**src/rtl/cpu_sequencer.sv**
```systemverilog
`default_nettype none
// ============================================================================
//  Module      : cpu_sequencer
//  Description : Multi-cycle control FSM for the CPU core. Fetches 16-bit
//                instructions over a req/ack handshake into the instruction
//                register, then sequences decode, execute, register
//                write-back and the ShowR display latch. Supports free-run,
//                single-step and a halt instruction.
//  Revision    : 1.0 - initial release
// ============================================================================
module cpu_sequencer #(
    parameter int          PC_WIDTH   = 8,
    parameter int          SHOW_HOLD  = 4,
    parameter logic [15:0] HALT_INSTR = 16'hFFFF
) (
    input  logic                i_Clk,
    input  logic                i_Rst_n,
    input  logic                i_Run,
    input  logic                i_Step,
    output logic [PC_WIDTH-1:0] o_ImemAddr,
    output logic                o_ImemReq,
    input  logic                i_ImemAck,
    input  logic [15:0]         i_ImemData,
    output logic [15:0]         o_Instr,
    input  logic                i_WriteBack,
    input  logic                i_ShowR1,
    output logic                o_RegWrEn,
    output logic                o_ShowLatch,
    output logic                o_Busy,
    output logic                o_Halted,
    output logic [2:0]          o_State
);

    // ------------------------------------------------------------------------
    // Constants
    // ------------------------------------------------------------------------
    // The hold counter counts SHOW_HOLD-1 down to 0, one step per SHOW cycle.
    localparam int                 c_CNT_W     = (SHOW_HOLD > 1) ? $clog2(SHOW_HOLD) : 1;
    localparam logic [c_CNT_W-1:0] c_HOLD_LOAD = c_CNT_W'(SHOW_HOLD - 1);
    localparam logic [c_CNT_W-1:0] c_CNT_ZERO  = '0;
    localparam logic [c_CNT_W-1:0] c_CNT_ONE   = c_CNT_W'(1);
    localparam logic [PC_WIDTH-1:0] c_PC_ONE   = PC_WIDTH'(1);

    // ------------------------------------------------------------------------
    // State encoding (visible on o_State for debug)
    // ------------------------------------------------------------------------
    typedef enum logic [2:0] {
        S_IDLE   = 3'd0,
        S_FETCH  = 3'd1,
        S_DECODE = 3'd2,
        S_EXEC   = 3'd3,
        S_WB     = 3'd4,
        S_SHOW   = 3'd5,
        S_HALT   = 3'd6
    } state_t;

    state_t              r_state;
    state_t              w_state_nxt;
    state_t              w_retire_state;
    logic [PC_WIDTH-1:0] r_pc;
    logic [PC_WIDTH-1:0] w_pc_nxt;
    logic [15:0]         r_ir;
    logic [15:0]         w_ir_nxt;
    logic [c_CNT_W-1:0]  r_hold_cnt;
    logic [c_CNT_W-1:0]  w_hold_nxt;

    // Where an instruction goes when it finishes: straight into the next
    // fetch while running, otherwise back to idle. A single step always
    // retires to idle because i_Run is low.
    assign w_retire_state = i_Run ? S_FETCH : S_IDLE;

    // ------------------------------------------------------------------------
    // State, PC, IR and hold counter registers; reset aborts any fetch.
    // ------------------------------------------------------------------------
    always_ff @(posedge i_Clk or negedge i_Rst_n) begin
        if (!i_Rst_n) begin
            r_state    <= S_IDLE;
            r_pc       <= '0;
            r_ir       <= 16'h0000;
            r_hold_cnt <= '0;
        end else begin
            r_state    <= w_state_nxt;
            r_pc       <= w_pc_nxt;
            r_ir       <= w_ir_nxt;
            r_hold_cnt <= w_hold_nxt;
        end
    end

    // ------------------------------------------------------------------------
    // Next-state, PC/IR update and SHOW hold countdown.
    // ------------------------------------------------------------------------
    always_comb begin
        w_state_nxt = r_state;
        w_pc_nxt    = r_pc;
        w_ir_nxt    = r_ir;
        w_hold_nxt  = r_hold_cnt;

        case (r_state)
            S_IDLE: begin
                // A step pulse is consumed here; it is never queued.
                if (i_Run || i_Step) begin
                    w_state_nxt = S_FETCH;
                end
            end

            S_FETCH: begin
                // Request and address stay stable until the memory acks.
                if (i_ImemAck) begin
                    w_ir_nxt = i_ImemData;
                    w_pc_nxt = r_pc + c_PC_ONE;
                    if (i_ImemData == HALT_INSTR) begin
                        w_state_nxt = S_HALT;
                    end else begin
                        w_state_nxt = S_DECODE;
                    end
                end
            end

            S_DECODE: begin
                // One cycle for the decoder to settle from the new IR.
                w_state_nxt = S_EXEC;
            end

            S_EXEC: begin
                // Write-back wins when the decoder raises both flags.
                if (i_WriteBack) begin
                    w_state_nxt = S_WB;
                end else if (i_ShowR1) begin
                    w_state_nxt = S_SHOW;
                    w_hold_nxt  = c_HOLD_LOAD;
                end else begin
                    w_state_nxt = w_retire_state;
                end
            end

            S_WB: begin
                w_state_nxt = w_retire_state;
            end

            S_SHOW: begin
                if (r_hold_cnt == c_CNT_ZERO) begin
                    w_state_nxt = w_retire_state;
                end else begin
                    w_hold_nxt = r_hold_cnt - c_CNT_ONE;
                end
            end

            S_HALT: begin
                // Only reset leaves HALT.
                w_state_nxt = S_HALT;
            end

            default: begin
                w_state_nxt = S_IDLE;
            end
        endcase
    end

    // ------------------------------------------------------------------------
    // Outputs are decoded from registered state only, so they are glitch-free
    // relative to the inputs and drop asynchronously with reset.
    // ------------------------------------------------------------------------
    assign o_ImemAddr  = r_pc;
    assign o_ImemReq   = (r_state == S_FETCH);
    assign o_Instr     = r_ir;
    assign o_RegWrEn   = (r_state == S_WB);
    // The counter holds its load value only in the first SHOW cycle.
    assign o_ShowLatch = (r_state == S_SHOW) && (r_hold_cnt == c_HOLD_LOAD);
    assign o_Busy      = (r_state != S_IDLE) && (r_state != S_HALT);
    assign o_Halted    = (r_state == S_HALT);
    assign o_State     = r_state;

endmodule
`default_nettype wire

```
**config.mk**
```make
export PLATFORM = sky130hd
export DESIGN_NAME = cpu_sequencer
export DESIGN_NICKNAME = d
export VERILOG_FILES = /design/src/rtl/cpu_sequencer.sv
export SDC_FILE = /design/constraint.sdc
export NUM_CORES = 1
export LEC_CHECK = 0
export ABC_CLOCK_PERIOD_IN_PS = 1800
export CORE_ASPECT_RATIO = 0.75
export CORE_MARGIN = 4
export CORE_UTILIZATION = 43
export CTS_CLUSTER_DIAMETER = 150
export CTS_CLUSTER_SIZE = 10
export DETAILED_ROUTE_END_ITERATION = 16
export PLACE_DENSITY = 0.82
export RECOVER_POWER = 50
export SLEW_MARGIN = 10
export SYNTH_ARGS = -nofsm -noshare
export SYNTH_HDL_FRONTEND = slang
export SYNTH_SLANG_ARGS = --single-unit
```
**constraint.sdc**
```tcl
create_clock -name i_Clk -period 1.8 [get_ports i_Clk]
set_input_delay 0.36 -clock i_Clk [delete_from_list [all_inputs] [get_ports i_Clk]]
set_output_delay 0.36 -clock i_Clk [all_outputs]
set_load 0.02 [all_outputs]
```
==> results.tsv <==
stage	metric	value	unit
run_status	status	complete, no violations	
finish	share of layout cells above drive strength 1	10.2	%
clocking	# clock sinks	29	
detailed_routing	routed vias	1264	
sta	min cycle time layout	1.75	ns
yosys	Avg Cell Area, Syn	9.20	µm²
floorplan	Die Height	57.4	µm
sta	Fin Setup TNS	0	ns
finish	# nets final	241	
yosys	Synth Instances	152	
min_path	HP Class	flip-flop to flip-flop	
sta	clock skew	0.00642	ns
yosys	Seq/Total Area, Yosys	51.9	%
clocking	CTS root buffer	clkbuf_8	
yosys	Async SR Flop Fraction	100	%
yosys	commonest cells in the synthesized netlist	nand2_1 (58), dfrtp_1 (29), nor2_1 (7)	
detailed_routing	Detail Route Antenna Nets	0	
yosys	EDFF count, synth	0	
placed_design	dpl hpwl	2740	µm
yosys	Post-Synth Simple-Gate Area	28.9	%
sta	period utilization	97.5	%
global_route	first-pass GRT wire length	5880	µm
finish	ANT cells	0	
clocking	H-tree depth	2	
floorplan	die width	73.9	µm
setup_path	CP Data Arrival Time	1.39	ns
yosys	compound-gate portion of the synthesized area	6.08	%
detailed_routing	DR vias/cell	5.00	
global_route	largest net degree at the start of global routing	30	
global_route	gr ovfl total	0	
global_route	vias in the first global route	1253	
floorplan	die area	4240	µm²
clocking	CTS buffer count	5	
yosys	Yosys top cell by area	dfrtp_1	
sta	final setup vio count	0	
detailed_routing	DR DRC count	0	
floorplan	core box area	3020	µm²
floorplan	Ports	55	
finish	non-filler cells, final	253	
placed_design	Inst Count DP	246	
setup_path	Worst EP required	1.44	ns
yosys	top-count cell post-synth	nand2_1	
setup_path	crit path kind	flip-flop to primary output	
placed_design	GPL Wtd Cong	0.817	
sta	Slew headroom	52.7	%
detailed_routing	final wirelength	3530	µm
clocking	CTS Buffer Depth	2	
sta	RSZ-0062 raised after global routing	false	
setup_path	critical path launch point type	flip-flop	
finish	Synth-to-Final Area Change	46.6	%
yosys	FF+latch count, synth	29	
finish	register area	727	µm²
global_route	antenna violations before repair	0	
sta	Worst-Margin Slew	0.709	ns
yosys	Yosys top cell area share	51.9	%
clocking	CTS tree	done	
finish	Layout Utilization	67.9	%
sta	Slew Limit Fails	0	
detailed_routing	Initial DRC Count	65	
finish	Multi-input gate area	601	µm²
floorplan	starting density of the core	46.3	%
sta	fmax	570	MHz
yosys	mapped cell area	1400	µm²
yosys	Syn Nets	178	
clocking	# Post-CTS Setup Buffers	0	
power_and_ir_drop	Final Power	3600	µW
yosys	Synth Area in Adders	2.68	%
clocking	Reg clk slew, reported paths	0.06	ns
power_and_ir_drop	Lkg Pwr	0.000988	µW
setup_path	crit-path cells	buf_4 > nand2b_1 > nor2_1 > clkdlybuf4s15_1	
yosys	Yosys cell types	31	
placed_design	input/output buffers	54	
yosys	Synth area leaders	dfrtp_1 (52%), nand2_1 (16%), ha_1 (2.7%)	
clocking	clk_lat worst skew	0.28	ns
sta	Final Hold Vio Count	0	
setup_path	largest stage delay on the critical path	0.37	ns
clocking	hold buffers post-CTS	0	
job	# Max-Cap Violations	0	
yosys	largest family of logic cells by synthesized area	simple AND/OR/NAND/NOR gates	
yosys	most used flip-flop cell after synthesis	dfrtp_1	
global_route	Total GRT Usage	18.3	%
yosys	Post-Synth XOR/XNOR Area	4.92	%
placed_design	cell area after placement	2010	µm²
setup_path	Worst path slowest cell	dfrtp_1	
yosys	Ys Warns	0	
floorplan	num rows	17	
power_and_ir_drop	worst ir drop on vdd	902	µV
yosys	mux cell area share after synthesis	1.43	%
power_and_ir_drop	pwr/cell area	1760	nW/µm²
detailed_routing	drt wl/cell	13.9	µm
finish	filler instances	231	
finish	cell area after layout	2050	µm²
detailed_routing	Pre-antenna DRT Iters	4	
setup_path	CP Max Fanout	8	
setup_path	critical path capture point type	primary output	
## per-layer routing
layer	global-route usage, %	routed length (µm)	up-vias
met3	10.4	328	6
li1	-	-	623
met2	27.1	1570	45
met1	22.6	1590	590
met4	5.43	44	0
met5	0	0	-
## final timing paths
check | start | endpoint | slack (ns) | cells past startpoint
max in group asynchronous | i_Rst_n | o_State[0] | 0.65 | 2
worst max register to register | o_State[1] | o_ImemAddr[4] | 0.18 | 6
worst min register to register | o_ImemAddr[7] | o_ImemAddr[7] | 0.47 | 1
min in group asynchronous | i_Rst_n | o_ImemAddr[7] | 0.66 | 2
worst min-delay path | o_ImemAddr[7] | o_ImemAddr[7] | 0.47 | 1
worst max-delay path | o_State[2] | o_RegWrEn | 0.05 | 4
## layout make-up
cell class                 count  area share, %
clock buffer                   7           4.21
inverter                       3          0.549
multi-input combinational    113           29.3
sequential                    29           35.4
tap                           38           2.32
timing repair buffer          63           28.2
## worst max-delay path, delay by kind of cell (launching register included)
kind | cells | cell delay [ns]
buffers and inverters | 2 | 0.52
DFF | 1 | 0.37
and+or+nand+nor | 2 | 0.24
## state kept, by name (all words and copies together), names as in the netlist
| signal | cells |
|---|---|
| o_Instr | 16 |
| o_ImemAddr | 8 |
| r_hold_cnt | 2 |
| o_State | 3 |
## cells by family (layout without fill, tap and decap cells)
kind of cell	after synthesis	count (layout)
AOI/OAI and AO/OA	14	14
xor gates and xnor gates	7	7
adders and majority gates	3	3
buffers and inverters	10	73
DFF	29	29
muxes	2	2
and+or+nand+nor	87	87
## stage by stage
| stage | hold slack [ns] | setup WS (ns) |
|---|---|---|
| finish | 0.471 | 0.0457 |
| global route | 0.488 | 0.0112 |
| CTS | 0.478 | 0.00841 |
| detailed placement | 0.466 | 0.0177 |
| global placement | 0.458 | 0.0342 |
| floorplan | 0.0644 | 0.0983 |
## power by group
part / leakage, µW / switching (µW) / total [µW] / internal (µW)
registers: 0.000360 / 230 / 1170 / 939
clock network: 0.0000443 / 224 / 526 / 302
logic: 0.000583 / 1040 / 1910 / 866
total: 0.000988 / 1500 / 3600 / 2110
## layout by cell type, fill, tap and decap left out, types with 2 or more instances in the layout
cell,instances
nand2_1,58
mux2i_1,2
o21ai_0,5
and3_1,3
nand3_1,2
xnor2_1,4
nor2_1,7
clkbuf_8,6
dlygate4sd2_1,2
clkbuf_1,3
buf_4,6
nand4_1,6
ha_1,3
a21o_1,2
nor3_1,3
clkdlybuf4s15_1,2
nor4_1,2
dfrtp_1,28
xor2_1,2
dlygate4sd3_1,6
a21oi_1,3
clkdlybuf4s50_1,40
clkbuf_2,3
inv_1,3
## what timing repair did
item | 4_1_cts | 5_1_grt
setup endpoints to repair | 7 | 5
gates resized for setup | 11 | 7
cloned | 0 | 0
No activity file was read; power rests on OpenSTA's default activity.
